$ cat src/rtl/led_pwm_pkg.sv
// Shared types and helpers for the LED PWM dimmer: period/duty-width helpers and duty clamping.
package led_pwm_pkg;

    localparam int DEF_PWM_BITS = 3;
    localparam int DEF_PERIOD   = 32'sd1 << DEF_PWM_BITS;
    localparam int DEF_DUTY_W   = DEF_PWM_BITS + 32'sd1;

    typedef logic [DEF_DUTY_W-1:0] duty_t;

    function automatic int period_of(input int pwm_bits);
        return 32'sd1 << pwm_bits;
    endfunction

    function automatic int duty_width(input int pwm_bits);
        return pwm_bits + 32'sd1;
    endfunction

    // Saturates a requested duty at full scale (always on).
    function automatic logic [31:0] clamp_duty(input logic [31:0] duty, input logic [31:0] period);
        logic [31:0] res_s;
        if (duty > period) begin
            res_s = period;
        end else begin
            res_s = duty;
        end
        return res_s;
    endfunction

endpackage

$ cat src/rtl/led_pwm_channel.sv
// One PWM channel: host target, active duty (jump or fade step) and the registered output.
// The fade step is compiled in with LED_DIMMER_FADE_EN; otherwise active loads target on update.
module led_pwm_channel
    import led_pwm_pkg::*;
#(
    parameter int PWM_BITS     = 3,
    parameter int DEFAULT_DUTY = 1
) (
    input  logic                clk,
    input  logic                rst_n,
    input  logic                blink,
    input  logic                wr_en,
    input  logic [PWM_BITS:0]   wr_duty,
    input  logic                update,
    input  logic [PWM_BITS-1:0] ctr,
    output logic                pwm
);

    localparam int DUTY_W = duty_width(PWM_BITS);
    localparam logic [DUTY_W-1:0] RESET_DUTY =
        DUTY_W'(clamp_duty(32'(DEFAULT_DUTY), 32'(period_of(PWM_BITS))));

    logic [DUTY_W-1:0] target_r;
    logic [DUTY_W-1:0] active_r;
    logic [DUTY_W-1:0] active_next_s;
    logic              pwm_r;

    // Host-written target duty
    always_ff @(posedge clk) begin
        if (!rst_n) begin
            target_r <= RESET_DUTY;
        end else if (wr_en) begin
            target_r <= wr_duty;
        end else begin
            target_r <= target_r;
        end
    end

    // Next active duty; reads the pre-write target so a same-cycle write waits one period
    always_comb begin
        active_next_s = active_r;
`ifdef LED_DIMMER_FADE_EN
        if (update && (active_r < target_r)) begin
            active_next_s = active_r + DUTY_W'(1);
        end else if (update && (active_r > target_r)) begin
            active_next_s = active_r - DUTY_W'(1);
        end else begin
            active_next_s = active_r;
        end
`else
        if (update) begin
            active_next_s = target_r;
        end else begin
            active_next_s = active_r;
        end
`endif
    end

    // Active duty register
    always_ff @(posedge clk) begin
        if (!rst_n) begin
            active_r <= RESET_DUTY;
        end else begin
            active_r <= active_next_s;
        end
    end

    // Gated output flop; duty is one bit wider than ctr so full scale is always on
    always_ff @(posedge clk) begin
        if (!rst_n) begin
            pwm_r <= 1'b0;
        end else begin
            pwm_r <= blink && ({1'b0, ctr} < active_r);
        end
    end

    assign pwm = pwm_r;

endmodule

$ cat src/rtl/led_pwm_dimmer.sv
// Multi-channel PWM dimmer: shared prescaler and period counter, per-channel duty via a write port.
// Define LED_DIMMER_FADE_EN to ramp active duty by one step every 2^FADE_BITS periods.
module led_pwm_dimmer
    import led_pwm_pkg::*;
#(
    parameter int CHANNELS      = 3,
    parameter int PWM_BITS      = 3,
    parameter int PRESCALE_BITS = 0,
    parameter int DEFAULT_DUTY  = 1,
    parameter int FADE_BITS     = 2
) (
    input  logic                                                  i_clk,
    input  logic                                                  i_rst_n,
    input  logic [CHANNELS-1:0]                                   i_blink,
    input  logic                                                  i_wr_valid,
    input  logic [((CHANNELS > 1) ? $clog2(CHANNELS) : 1)-1:0]    i_wr_chan,
    input  logic [PWM_BITS:0]                                     i_wr_duty,
    output logic                                                  o_wr_ready,
    output logic                                                  o_wr_err,
    output logic [CHANNELS-1:0]                                   o_pwm,
    output logic                                                  o_period_start
);

    localparam int PERIOD = period_of(PWM_BITS);
    localparam int DUTY_W = duty_width(PWM_BITS);

    logic                tick_s;
    logic                boundary_s;
    logic                update_s;
    logic                accept_s;
    logic                chan_ok_s;
    logic [DUTY_W-1:0]   wr_duty_s;
    logic [PWM_BITS-1:0] ctr_r;
    logic                ready_r;
    logic                err_r;
    logic                zero_first_r;
    logic                period_start_r;

    generate
        if (PRESCALE_BITS > 0) begin : g_prescale
            logic [PRESCALE_BITS-1:0] prescale_r;

            // Free-running prescaler; tick on all-ones
            always_ff @(posedge i_clk) begin
                if (!i_rst_n) begin
                    prescale_r <= {PRESCALE_BITS{1'b0}};
                end else begin
                    prescale_r <= prescale_r + PRESCALE_BITS'(1);
                end
            end

            assign tick_s = &prescale_r;
        end else begin : g_no_prescale
            assign tick_s = 1'b1;
        end
    endgenerate

    // Period counter, wraps naturally at 2^PWM_BITS
    always_ff @(posedge i_clk) begin
        if (!i_rst_n) begin
            ctr_r <= {PWM_BITS{1'b0}};
        end else if (tick_s) begin
            ctr_r <= ctr_r + PWM_BITS'(1);
        end else begin
            ctr_r <= ctr_r;
        end
    end

    assign boundary_s = tick_s && (&ctr_r);
    assign accept_s   = i_wr_valid && ready_r;
    assign chan_ok_s  = (32'(i_wr_chan) < 32'(CHANNELS));
    assign wr_duty_s  = DUTY_W'(clamp_duty(32'(i_wr_duty), 32'(PERIOD)));

`ifdef LED_DIMMER_FADE_EN
    generate
        if (FADE_BITS > 0) begin : g_fade_div
            logic [FADE_BITS-1:0] fade_div_r;

            // Period divider pacing the fade steps
            always_ff @(posedge i_clk) begin
                if (!i_rst_n) begin
                    fade_div_r <= {FADE_BITS{1'b0}};
                end else if (boundary_s) begin
                    fade_div_r <= fade_div_r + FADE_BITS'(1);
                end else begin
                    fade_div_r <= fade_div_r;
                end
            end

            assign update_s = boundary_s && (&fade_div_r);
        end else begin : g_fade_every
            assign update_s = boundary_s;
        end
    endgenerate
`else
    assign update_s = boundary_s;
`endif

    // Write handshake, error pulse and period-start alignment with the output flops
    always_ff @(posedge i_clk) begin
        if (!i_rst_n) begin
            ready_r        <= 1'b0;
            err_r          <= 1'b0;
            zero_first_r   <= 1'b1;
            period_start_r <= 1'b0;
        end else begin
            ready_r        <= 1'b1;
            err_r          <= accept_s && !chan_ok_s;
            zero_first_r   <= boundary_s;
            period_start_r <= zero_first_r;
        end
    end

    generate
        for (genvar c = 0; c < CHANNELS; c++) begin : g_chan
            logic wr_en_s;

            assign wr_en_s = accept_s && chan_ok_s && (32'(i_wr_chan) == 32'(c));

            led_pwm_channel #(
                .PWM_BITS     (PWM_BITS),
                .DEFAULT_DUTY (DEFAULT_DUTY)
            ) u_channel (
                .clk     (i_clk),
                .rst_n   (i_rst_n),
                .blink   (i_blink[c]),
                .wr_en   (wr_en_s),
                .wr_duty (wr_duty_s),
                .update  (update_s),
                .ctr     (ctr_r),
                .pwm     (o_pwm[c])
            );
        end
    endgenerate

    assign o_wr_ready     = ready_r;
    assign o_wr_err       = err_r;
    assign o_period_start = period_start_r;

endmodule
$ cat config.mk
export PLATFORM = sky130hd
export DESIGN_NAME = led_pwm_dimmer
export DESIGN_NICKNAME = d
export VERILOG_FILES = /design/src/rtl/led_pwm_pkg.sv /design/src/rtl/led_pwm_channel.sv /design/src/rtl/led_pwm_dimmer.sv
export SDC_FILE = /design/constraint.sdc
export NUM_CORES = 1
export LEC_CHECK = 0
export ABC_CLOCK_PERIOD_IN_PS = 2400
export BUFFER_PORTS_ARGS = -buffer_cell sky130_fd_sc_hd__buf_4
export CAP_MARGIN = 15
export CORE_MARGIN = 2
export CORE_UTILIZATION = 59
export DETAILED_ROUTE_END_ITERATION = 6
export GPL_TIMING_DRIVEN = 0
export PLACE_DENSITY = 0.81
export SYNTH_ARGS = -nofsm -noshare
export SYNTH_HDL_FRONTEND = slang
export SYNTH_SLANG_ARGS = --single-unit
export TNS_END_PERCENT = 100
$ cat constraint.sdc
create_clock -name i_clk -period 2.4 [get_ports i_clk]
set_clock_uncertainty 0.2 [all_clocks]
set_input_delay 0.48 -clock i_clk [delete_from_list [all_inputs] [get_ports i_clk]]
set_output_delay 0.48 -clock i_clk [all_outputs]
set_load 0.05 [all_outputs]
Word-level counts from Yosys, hierarchy flattened
Index checks and enable logic that the tools add are counted.
{"block": "classes", "addsub": 1, "n_lt_le_gt_ge": 5, "eq_ne": 2, "mux": 2, "reduce_logical": 12}
{"cell": "less-than comparator 3 x 4 -> 1 bit", "count": 3}
{"cell": "logical AND 1 bit", "count": 9}
{"cell": "greater-than comparator 4 bit, second input constant", "count": 1}
{"cell": "two-way mux 4 bit", "count": 1}
{"cell": "adder 3 x 1 -> 3 bit, second input constant", "count": 1}
{"cell": "AND reduction 3 bit", "count": 1}
{"cell": "equality test 2 x 1 -> 1 bit, second input constant", "count": 1}
{"cell": "equality test 2 bit, second input constant", "count": 1}
{"cell": "logical NOT 2 bit", "count": 1}
{"cell": "less-than comparator 2 bit, second input constant", "count": 1}
{"cell": "logical NOT 1 bit", "count": 1}
{"cell": "two-way mux 1 bit", "count": 1}
{"block": "totals", "register_bits": 34, "inputBits": 12, "out_inout_bits": 6}

Longest topological paths before layout
Gate-level depths: netlist of run 1.
{"block": "logic_depth", "ltp_word": 3, "ltp_mapped": 6, "mapped_depth_nobuf": 4}

Cells and area by module
A second synthesis of run 1 with hierarchy kept.
{"block": "unflattened", "cells_unflattened": 136, "area_unflattened_um2": 1420.1}
{"mod": "led_pwm_channel", "instances": 3, "cells_per_inst": 37, "area_per_inst_um2": 387.9, "seq_area_each_um2": 180.2}
{"mod": "led_pwm_dimmer", "instances": 1, "cells_per_inst": 25, "area_per_inst_um2": 256.5, "seq_area_each_um2": 140.1}

Least setup slack after synthesis of run 1
No wires, ideal clock.
{"block": "synth_path", "path_kind": "register to register", "from": "reg ctr_r[1]", "to": "reg g_chan[0].u_channel.active_r[0]", "arrival_time_ns": 1.198, "t_required_ns": 2.082, "slack_ns": 0.884, "stages_incl_launch_ff": 7, "path_buffers": 2, "synth_period_minus_slack_ns": 1.516, "path_cell_list": "dfxtp_1 ha_1 ha_1 buf_2 buf_4 mux2i_1 nand2_1"}
{"block": "synth_between", "elab_chain_cells": 1}
{"item": "start: declaration", "line": "led_pwm_dimmer.sv:33", "source": "logic [PWM_BITS-1:0] ctr_r;"}
{"item": "start signal: assignment", "line": "led_pwm_dimmer.sv:61", "source": "ctr_r <= {PWM_BITS{1'b0}};"}
{"item": "start signal: assignment", "line": "led_pwm_dimmer.sv:63", "source": "ctr_r <= ctr_r + PWM_BITS'(1);"}
{"item": "start signal: assignment", "line": "led_pwm_dimmer.sv:65", "source": "ctr_r <= ctr_r;"}
{"item": "AND reduction 3 bit", "line": "led_pwm_dimmer.sv:69", "source": "assign boundary_s = tick_s && (&ctr_r);"}
{"item": "via boundary_s", "line": "led_pwm_dimmer.sv:28", "source": "logic boundary_s;"}
{"item": "end signal: assignment", "line": "led_pwm_channel.sv:64", "source": "active_r <= active_next_s;"}
{"item": "end: declaration", "line": "led_pwm_channel.sv:24", "source": "logic [DUTY_W-1:0] active_r;"}
The timed path passes the listed nets, and every way through them passes these cells.
A chain may end at the register's enable or synchronous reset.

Worst setup path in the final report of run 1
{"block": "layout_path", "from": "reg ctr_r[1]", "to": "reg g_chan[1].u_channel.active_r[1]"}
{"block": "layout_between", "elab_chain_cells": 1}
{"item": "AND reduction 3 bit", "line": "led_pwm_dimmer.sv:69"}
{"item": "via boundary_s", "line": "led_pwm_dimmer.sv:28"}
{"item": "end signal: assignment", "line": "led_pwm_channel.sv:64"}
{"item": "end: declaration", "line": "led_pwm_channel.sv:24"}
The timed path passes the listed nets, and every way through them passes these cells.

==> results_dict.tcl, run 1 <==
set metrics [dict create \
    p_sw_share_pct 24.80 \
    syn_inst 136 \
    cpLargestDelayFamily "flip-flops" \
    clock_path_buffers 2 \
    area_growth_pct 16.08 \
    critPathMaxFanout 10 \
    startpoint_type "flip-flop" \
    die-area_um2 2751 \
    crit_start "ctr_r[1]" \
    grt_max_degree 11 \
    cp-end-kind "flip-flop" \
    drc_errors 0 \
    die_h_um 52.45 \
    ys_warn_count 0 \
    reg2reg_from "ctr_r[1]" \
    fin_setup_tns_ps 0 \
    slew_headroom_pct 77.50 \
    crit_path_frequent_cell "ha_1" \
    cts_tree "built" \
    status "completed" \
    cpPeakStageDelay_ps 420 \
    tightest_slew_ps 335.7 \
    syn-cell-area_um2 1385 \
    p_seq_share_pct 57.3 \
    grt_pass1_wl_um 4519 \
    overflow 0 \
    worstPathCellList "ha_1, ha_1, buf_2, buf_4, mux2i_1, nor2b_1" \
    required_ps 2430 \
    syn_avg_cell_area_um2 10.18 \
    final_hold_viol_count 0 \
    finalWeightedCongestion 0.7263 \
    dpl_cell_area_um2 1548 \
    io_buffer_count 17 \
    p_int_mw 0.7746 \
    drive_above_1_share_pct 20.50 \
    htree_levels 2 \
    period_minus_slack_ps 1697 \
    clk_pin_slew_ps 100 \
    area.sequential_um2 680.7 \
    switchingPower_mw 0.2555 \
    clock_latency_ps 330 \
    post_drt_via_cell_ratio 5.381 \
    cts_setup_buffers 0 \
    ys_seq_area_share_pct 49.14 \
    fmax_ghz 0.5893 \
    drtIter0Drc 8 \
    n_fill_cell 169 \
    cts-root-buf "clkbuf_4" \
    fp-row-count 17 \
    drv_slew 0 \
    synth-seq-cells 34 \
    pwr-share-comb_pct 11.3 \
    cp.arrival_ps 1730 \
    core_um2 2212 \
    design_area_um2 1608 \
    initial_core_util_pct 62.61 \
    cap_viol_max_count 0 \
    hpwl_um 2000 \
    hold_path_startpoint "i_rst_n" \
    crit_type "flip-flop to flip-flop" \
    num_vias 1017 \
    io_pins 18 \
    critPathBufInv 2 \
    power_frac_clock_pct 31.4 \
    synth.distinct_cells 23 \
    hold_class "input port to flip-flop" \
    synthesis.nets 156 \
    antennaDiodeCount 0 \
    rsz0062_at_grt "no" \
    die_w_um 52.45 \
    slowest_stage "dfxtp_1" \
    firstDrtPassIters 4 \
    vdd_drop_max_v 0.0005036 \
    multi_input_area_um2 618.1 \
    routed_wl_um 2575 \
    ctsHoldBuffers 0 \
    fin_crit_sh_pct 70.70 \
    nNetsFinal 180 \
    ctsResizeCount 0 \
    clock-sinks 34 \
    ant_nets 0 \
    setup_violations 0 \
    grt.total_usage_pct 23.70 \
    grt_pass1_vias 1012 \
    antenna_found_initial 0 \
    avgRoutedWirePerCell_um 13.62 \
    cts_inserted_buffers 5 \
    power_density_nw_per_um2 640.7 \
    p_leak_nw 0.6349 \
]
[worst paths after layout]
check,endpoint,slack [ps],cells after the start
max,g_chan[1].u_channel.active_r[1],700,6
min,o_wr_ready,90,1
max reg2reg,g_chan[1].u_channel.active_r[1],700,6
min reg2reg,o_period_start,240,1
[state kept, by name (all words and copies together) (netlist names)]
| name | count |
|---|---|
| o_wr_ready | 1 |
| o_wr_err | 1 |
| o_period_start | 1 |
| ctr_r | 3 |
| g_chan.u_channel.active_r | 12 |
| g_chan.u_channel.pwm | 3 |
| g_chan.u_channel.target_r | 12 |
| zero_first_r | 1 |
[metrics by stage]
step	power, mW	hold slack, ps	cells	setup slack, ps	util [%]
3_5_place_dp	0.7204	225.8	181	683.0	69.97
5_1_grt	1.076	70.11	189	587.3	72.68
4_1_cts	1.038	83.38	189	696.2	72.68
6_report	1.030	91.31	189	703.1	72.68
3_3_place_gp	0.7146	213.7	181	753.8	69.97
2_1_floorplan	0.6770	211.9	136	883.9	-
[synth_stat cells]
master      n  area share, %
buf_6       1           0.81
o311ai_1    3            1.9
nand4b_1    2            1.3
inv_1       6            1.6
mux2i_1    12            8.7
clkbuf_1    2           0.54
nor2_1      1           0.27
nand2b_1    5            2.3
dfxtp_1    34             49
ha_1        8            7.2
buf_2       3            1.1
o211ai_1    3            1.6
nor2b_1     9            4.1
nand4bb_1   1           0.81
nand2_1    10            2.7
nand3b_1    2            1.1
and2b_1     1           0.54
buf_4       4            2.2
nand3_1    13            4.7
nand2_2     1           0.45
a2111o_1    3            2.4
o21ai_0     9            3.3
and2_1      3            1.4
[area by class of cell]
type                       instances  share of cell area (%)
clock inverter                     1                  0.3113
timing repair buffer              17                   7.938
buffer                            10                   3.969
inverter                           6                   1.401
clock buffer                       7                   3.424
multi-input combinational         86                   38.44
tap                               28                   2.179
sequential                        34                   42.33
[layer usage]
layer / track usage (%) / wire [um]
met1: 25.00 / 1118
met2: 39.58 / 1221
met3: 7.429 / 126
met4: 16.67 / 107
met5: 0 / 0
[power by group through the flow]
stage / combinational (mW) / sequential (mW) / clock, mW
final: 0.116 / 0.590 / 0.324
after global routing: 0.127 / 0.593 / 0.356
after CTS: 0.117 / 0.591 / 0.331
after detailed placement: 0.116 / 0.604 / 0
after global placement: 0.112 / 0.603 / 0
after floorplan: 0.0696 / 0.607 / 0
[worst reg2reg max path, stage by stage (launching register included)]
cell	delay, ps
dfxtp_1	420
ha_1	190
ha_1	130
buf_2	160
buf_4	220
mux2i_1	230
nor2b_1	60
[layout by cell type, fill, tap and decap left out]
cell type	n
nor2_1	1
nand2_1	10
buf_4	21
clkbuf_8	1
o21ai_0	9
buf_2	3
dfxtp_1	34
nand4b_1	2
o311ai_1	3
nor2b_1	9
and2_1	3
nand4bb_1	1
a2111o_1	3
o211ai_1	3
clkbuf_1	3
buf_6	1
nand2_2	1
inv_1	6
ha_1	8
clkbuf_4	5
mux2i_1	12
nand2b_1	5
nand3_1	13
and2b_1	1
clkinv_2	1
nand3b_1	2
[cells by family after synthesis]
kind of cell / Yosys count / synth area share, %
adders and majority gates: 8 / 7.227
DFF: 34 / 49.14
AOI/OAI and AO/OA: 18 / 9.214
muxes: 12 / 8.672
buffers and inverters: 16 / 6.233
and+or+nand+nor: 48 / 19.51
Power figures use the tool's default switching activity.
==> inputs of run 2 (changes only) <==
- ABC_CLOCK_PERIOD_IN_PS: 2400 -> 1800
- CORE_UTILIZATION: 59 -> 55
- PLACE_DENSITY: 0.81 -> 0.76
- clock period: 2.4 -> 1.8 ns (I/O delays scaled with it)
==> results_dict.tcl, run 2 (synthesis results as in run 1) <==
set metrics [dict create \
    area_growth_pct 18.34 \
    crit_type "flip-flop to flip-flop" \
    core_um2 2432 \
    vdd_drop_max_v 0.0006713 \
    grt.total_usage_pct 21.67 \
    clock_latency_ps 340 \
    finalWeightedCongestion 0.7519 \
    rsz0062_at_grt "no" \
    fmax_ghz 0.5935 \
    layout_commonest_cell "dfxtp_1" \
    drv_slew 0 \
    status "completed" \
    cts_inserted_buffers 5 \
    ant_nets 0 \
    fp-row-count 18 \
    layout_common_cells "dfxtp_1, buf_4, nand3_1" \
    report.power.total_mw 1.469 \
    overflow 0 \
    clock_path_buffers 2 \
    required_ps 1840 \
    drc_errors 0 \
    initial_core_util_pct 56.94 \
    fin_setup_tns_ps 0 \
    hold_class "input port to flip-flop" \
    worstPathCellList "ha_1, ha_1, buf_2, buf_4, mux2i_1, nand2_1" \
    routed_wl_um 2602 \
    tightest_slew_ps 344.2 \
    critPathMaxFanout 10 \
    drive_above_1_share_pct 20.99 \
    cp-end-kind "flip-flop" \
    crit_path_frequent_cell "ha_1" \
    io_pins 18 \
    cp.arrival_ps 1720 \
    die_h_um 54.18 \
    final_hold_viol_count 0 \
    die_w_um 54.18 \
    hpwl_um 1987 \
    slowest_stage "dfxtp_1" \
    p_leak_nw 0.6484 \
    antenna_found_initial 0 \
    power_density_nw_per_um2 896.0 \
    clock-sinks 34 \
    post_drt_via_cell_ratio 5.365 \
    antennaDiodeCount 0 \
    nNetsFinal 181 \
    grt_max_degree 11 \
    htree_levels 2 \
    io_buffer_count 17 \
    slew_headroom_pct 77.05 \
    cpPeakStageDelay_ps 430 \
    startpoint_type "flip-flop" \
    rrSetupSlack_ps 120 \
    ctsResizeCount 0 \
    avgRoutedWirePerCell_um 13.55 \
    clk_pin_slew_ps 100 \
    die-area_um2 2935 \
    setup_violations 0 \
    period_minus_slack_ps 1685 \
    fin_crit_sh_pct 93.60 \
    grt_pass1_vias 969 \
    firstDrtPassIters 4 \
    cts_tree "built" \
    num_vias 1030 \
    reg_top3 "g_chan.u_channel.active_r x12, g_chan.u_channel.target_r x12" \
    cap_viol_max_count 0 \
    drtIter0Drc 25 \
    grt_pass1_wl_um 4284 \
    cts-root-buf "clkbuf_4" \
]
run 2: cell types whose count changed in the layout (fill, tap and decap cells not counted):
| cell | delta |
|---|---|
| clkbuf_8 | +2 |
| clkbuf_1 | -1 |
| clkinv_2 | -1 |
| dlygate4sd3_1 | +1 |
run 2: final timing paths:
path,startpoint,to,depth (start not counted)
max reg2reg,ctr_r[1],g_chan[0].u_channel.active_r[0],6
min,i_wr_chan[0],o_wr_err,3
min reg2reg,zero_first_r,o_period_start,1
max,ctr_r[1],g_chan[0].u_channel.active_r[0],6
run 2: worst max-delay path, delay by kind of cell, from the launching register on:
kind | cells | cell delay [ps]
adders and majority gates | 2 | 310
buffers and inverters | 2 | 380
DFF | 1 | 430
muxes | 1 | 200
and+or+nand+nor | 1 | 60
run 2: area by class of cell:
cell class                      instances  area [um^2]
Fill cell                             224        793.3
Sequential cell                        34        680.7
Multi-Input combinational cell         86        618.1
Timing Repair Buffer                   18        137.6
Clock buffer                            8        78.83
Buffer                                 10        63.81
Tap cell                               30        37.54
Inverter                                6        22.52
run 2: timing repair:
| item | CTS | global route |
|---|---|---|
| hold endpoints to repair | 1 | 0 |
| setup endpoints to repair | 0 | 0 |
| hold buffers | 1 | 0 |
| buffers inserted | 0 | 0 |
run 2: through the flow:
stage | worst slack [ps] | hold WS (ps) | cells | utilization (%) | instance area (um^2)
floorplan | 283.9 | 187.7 | 136 | - | 1385
global placement | 151.4 | 213.3 | 183 | 63.73 | 1550
detailed placement | 118.6 | 222.3 | 183 | 63.73 | 1550
CTS | 102.5 | 61.49 | 192 | 67.39 | 1639
global route | 46.73 | 59.34 | 192 | 67.39 | 1639
finish | 115.2 | 60.08 | 192 | 67.39 | 1639
run 2: where the power goes:
part | leakage [nW] | internal, mW | switching (mW)
combinational | 0.327 | 0.0724 | 0.0861
sequential | 0.277 | 0.773 | 0.0151
clock | 0.0446 | 0.267 | 0.255
total | 0.648 | 1.11 | 0.356
run 2: metal layers:
metal	vias to the layer above	global-route usage, %	share of wire [%]
met1	463	25.34	43
met2	31	35.34	48
li1	528	-	-
met4	0	12.50	2.2
met5	-	0	0
met3	8	5.833	6.9
